$ cat src/rtl/rr_arb_16.sv
// rr_arb_16: 16-way round-robin arbiter with registered one-hot grant.
// Optional hold timeout (MAX_HOLD cycles) compiled in with RR_ARB_TIMEOUT_EN.
module rr_arb_16 #(
  parameter int MAX_HOLD = 64
) (
  input  logic        clk,
  input  logic        rst,
  input  logic [15:0] req,
  input  logic        done,
  output logic [15:0] gnt,
  output logic [3:0]  gnt_id,
  output logic        gnt_valid,
  output logic        timeout
);
  typedef enum logic {IDLE, GRANT} state_t;
  state_t state, state_nx;
  logic [3:0] last_id, pick, idx, id_nx;
  logic found, rel, expire;
`ifdef RR_ARB_TIMEOUT_EN
  logic [15:0] hold_cnt, hold_nx;
  assign expire = hold_cnt == 16'(MAX_HOLD);
`else
  assign expire = 1'b0;
  assign timeout = 1'b0;
`endif
  // first set request searching upward from last_id+1, wrapping
  always_comb begin
    pick = 4'd0;
    found = 1'b0;
    idx = 4'd0;
    for (int i = 0; i < 16; i++) begin
      idx = last_id + 4'(i + 1);
      if (!found && req[idx]) begin
        pick = idx;
        found = 1'b1;
      end
    end
  end
  always_comb begin
    rel = done || !req[gnt_id];
    state_nx = state == IDLE ? (found ? GRANT : IDLE) : (rel || expire ? IDLE : GRANT);
    id_nx = state_nx == GRANT ? (state == IDLE ? pick : gnt_id) : 4'd0;
  end
  always_ff @(posedge clk) begin
    if (rst) begin
      state <= IDLE;
      gnt <= 16'd0;
      gnt_id <= 4'd0;
      gnt_valid <= 1'b0;
      last_id <= 4'hf;
    end else begin
      state <= state_nx;
      gnt <= state_nx == GRANT ? 16'd1 << id_nx : 16'd0;
      gnt_id <= id_nx;
      gnt_valid <= state_nx == GRANT;
      if (state == IDLE && found) last_id <= pick;
    end
  end
`ifdef RR_ARB_TIMEOUT_EN
  // a normal release in the same cycle as expiry wins, so no timeout pulse
  assign hold_nx = state_nx == GRANT ? (state == IDLE ? 16'd1 : hold_cnt + 16'd1) : 16'd0;
  always_ff @(posedge clk) begin
    if (rst) begin
      hold_cnt <= 16'd0;
      timeout <= 1'b0;
    end else begin
      hold_cnt <= hold_nx;
      timeout <= state == GRANT && !rel && expire;
    end
  end
`endif
endmodule

$ cat config.mk
export PLATFORM = sky130hd
export DESIGN_NAME = rr_arb_16
export DESIGN_NICKNAME = d
export VERILOG_FILES = /design/src/rtl/rr_arb_16.sv
export SDC_FILE = /design/constraint.sdc
export NUM_CORES = 1
export LEC_CHECK = 0
export BUFFER_PORTS_ARGS = -buffer_cell sky130_fd_sc_hd__buf_2
export CELL_PAD_IN_SITES_DETAIL_PLACEMENT = 0
export CELL_PAD_IN_SITES_GLOBAL_PLACEMENT = 2
export CORE_ASPECT_RATIO = 1.75
export CORE_MARGIN = 5
export CORE_UTILIZATION = 40
export DETAILED_ROUTE_END_ITERATION = 6
export GPL_ROUTABILITY_DRIVEN = 0
export PLACE_DENSITY = 0.89
export SYNTH_ARGS = -nofsm -noshare
export SYNTH_HDL_FRONTEND = slang
export SYNTH_SLANG_ARGS = --single-unit
$ cat constraint.sdc
create_clock -name clk -period 8.4 [get_ports clk]
set_clock_uncertainty 0.05 [all_clocks]
set_input_delay 1.26 -clock clk [delete_from_list [all_inputs] [get_ports clk]]
set_output_delay 1.26 -clock clk [all_outputs]
set_load 0.005 [all_outputs]
==> flow_metrics.py <==
metrics = {
    "worst_setup_path": {
        "worstSetupEndpointType": "flip-flop",
        "critPathMaxStageDelay_ns": 0.70,
        "cp.arrival_ns": 5.19,
        "cp.required_ns": 8.56,
        "criticalPathCategory": "flip-flop to flip-flop",
        "worstSetupStartpointType": "flip-flop",
        "critPathSlowestCell": "ha_1",
        "cp_max_fo": 25,
        "crit_chain": "buf_4, inv_1, ha_1, mux4_2, mux2i_1, mux2i_1, nor4_2, nand4_1, nor3_2, a21oi_1, a221oi_2, nand4_1, and2b_1",
    },
    "sta": {
        "tightest_slew_ns": 0.8650,
        "hold_viol": 0,
        "slew_viol_final": 0,
        "setup_violations": 0,
        "min_period_ns": 5.034,
        "tns_ns": 0,
        "rsz0062_at_grt": "false",
        "fmax_ghz": 0.1987,
        "slew_headroom_pct": 41.92,
        "finalCritPeriodShare_pct": 59.92,
    },
    "synthesis": {
        "synth_cell_types": 72,
        "ys_top_cells_by_area": "mux4_2 (22%), dfxtp_1 (15%), mux2i_1 (6.4%), mux2_2 (5.9%), a21oi_1 (4.1%)",
        "synth_edf_count": 0,
        "synthesis.area_um2": 3441,
        "synth_top_family_by_area": "multiplexers",
        "syn_inst": 372,
        "synth_seq_cells": 25,
        "async_flop_share_pct": 0,
        "postSynthAreaPerCell_um2": 9.249,
        "yosys_warnings": 0,
        "synth_compound_area_share_pct": 19.31,
        "synth_flop_cell": "dfxtp_1",
        "seq_area_frac_synth_pct": 14.55,
        "syn-num-nets": 399,
        "yosys.area.top_type_share_pct": 22.25,
        "yosys.area_share.simple_pct": 19.96,
        "synth_mux_area_share_pct": 34.95,
        "synth-xor-area-share_pct": 3.200,
        "synth_top_area_cell": "mux4_2",
        "yosys.area_share.adder_pct": 2.909,
        "synth_commonest_cells": "mux4_2 (34), nor2_1 (34), a21oi_1 (28)",
    },
    "route": {
        "vias_per_cell": 6.622,
        "drt_iter0_drc": 374,
        "remaining_drc_errors": 0,
        "first_pass_iters": 5,
        "vias": 3397,
        "routedWlPerCell_um": 24.21,
        "routed_wl_um": 12420,
        "postRouteAntennaNets": 0,
    },
    "floorplan": {
        "start_util_pct": 41.12,
        "die_x_um": 80.11,
        "dieArea_um2": 10630,
        "ioPinCount": 41,
        "coreArea_um2": 8368,
        "die_y_um": 132.7,
        "num_rows": 44,
    },
    "clocking": {
        "cts.hold.buffers_added": 0,
        "post-cts-setup-buffers": 0,
        "root_buffer": "clkbuf_16",
        "clock_latency_ns": 0.26,
        "cts_sinks": 25,
        "clkTransAtPathRegs_ns": 0.06,
        "cts_buffers": 3,
        "cts_buffer_depth": 2,
        "cts.repair.resized": 0,
        "htree_levels": 1,
        "cts_tree": "done",
    },
    "layout": {
        "syn_to_final_growth_pct": 9.018,
        "antenna_cells": 0,
        "stdcell_area_um2": 3751,
        "nFillCells": 880,
        "post_route_cells_drive_above_1_share_pct": 28.89,
        "nets": 426,
        "layout.cells.non_filler": 513,
    },
    "grt": {
        "first_global_vias": 3502,
        "grt_pass1_wl_um": 19290,
        "grt_max_degree": 33,
        "track_usage_pct": 23.51,
        "grt-ovfl-total": 0,
        "antenna_found_initial": 0,
    },
    "status": {
        "status": "complete, no violations",
    },
    "placement": {
        "placed_area_um2": 3671,
        "detailed_place_hpwl_um": 9883,
        "portBuffers": 39,
        "dp_cells": 509,
    },
    "worst_hold_path": {
        "hp-class": "flip-flop to flip-flop",
    },
    "run": {
        "drv_cap": 0,
    },
}
==> worst max-delay path, delay by kind of cell (launching register included) <==
kind                     cells  cell delay, ns
AND/OR/NAND/NOR              5            1.61
flip-flops                   1            0.31
AO/OA/AOI/OAI                2            0.60
adder cells (fa/ha/maj)      1            0.70
multiplexers                 3            1.15
buffers and inverters        2            0.58
==> registers in the layout (all words and copies together), names as in the netlist <==
| name | flops |
|---|---|
| gnt_id | 4 |
| gnt | 16 |
| last_id | 4 |
| state | 1 |
==> metal layers <==
metal  part of all wire (%)  global-route usage (%)  vias up  wire length (µm)
li1                       -                       -     1511                 -
met3                    5.7                   2.721       53               702
met2                     54                   43.63      185              6741
met4                    7.2                   15.60        0               889
met1                     33                   23.53     1648              4087
met5                      0                       0        -                 0
==> cells by family (layout without fill, tap and decap cells) <==
group,count (synthesis),in the layout
other,1,1
adders and majority gates,8,8
AOI/OAI and AO/OA,95,95
muxes,75,75
and+or+nand+nor,127,127
xor gates and xnor gates,10,10
buffers and inverters,31,57
DFF,25,25
==> final cells by class <==
cell class | count | area [µm²] | area share (%)
Multi-Input combinational cell | 316 | 2768 | 73.78
Sequential cell | 25 | 500.5 | 13.34
Timing Repair Buffer | 42 | 217.7 | 5.804
Tap cell | 115 | 143.9 | 3.836
Clock buffer | 3 | 75.07 | 2.001
Inverter | 11 | 41.29 | 1.101
Clock inverter | 1 | 5.005 | 0.1334
==> cell usage in the layout, fill, tap and decap left out, types with 4 or more instances in the layout <==
cell type and instances:
ha_1 8, xnor2_1 6, a21o_1 5, nand2_1 25
nor2_1 34, dfxtp_1 25, a31oi_1 4, o21ai_0 16
nor3_1 6, a22oi_1 4, a21oi_1 28, nand4_1 11
nand3_1 11, o22ai_1 4, mux2i_1 22, and3_1 7
nor2b_1 12, o211ai_1 4, mux2_2 18, buf_2 39
mux4_2 34, inv_1 9
==> worst paths after layout <==
kind         startpoint          to  slack [ns]  depth (start not counted)
min reg2reg  last_id[2]  last_id[2]        0.71                          3
max reg2reg  last_id[1]     gnt[11]        3.37                         13
max          last_id[1]     gnt[11]        3.37                         13
min          last_id[2]  last_id[2]        0.71                          3
==> metrics by stage <==
| step | hold slack (ns) | utilization (%) | setup slack [ns] |
|---|---|---|---|
| 2_1_floorplan | 0.6680 | - | 4.108 |
| 3_3_place_gp | 0.7063 | 43.87 | 3.450 |
| 3_5_place_dp | 0.7137 | 43.87 | 3.404 |
| 4_1_cts | 0.7236 | 44.83 | 3.480 |
| 5_1_grt | 0.7815 | 44.83 | 3.156 |
| 6_report | 0.7140 | 44.83 | 3.366 |
Power is left out: the tool's default activity adds up to more than one toggle a clock period on the data nets, which glitch-free logic cannot reach.
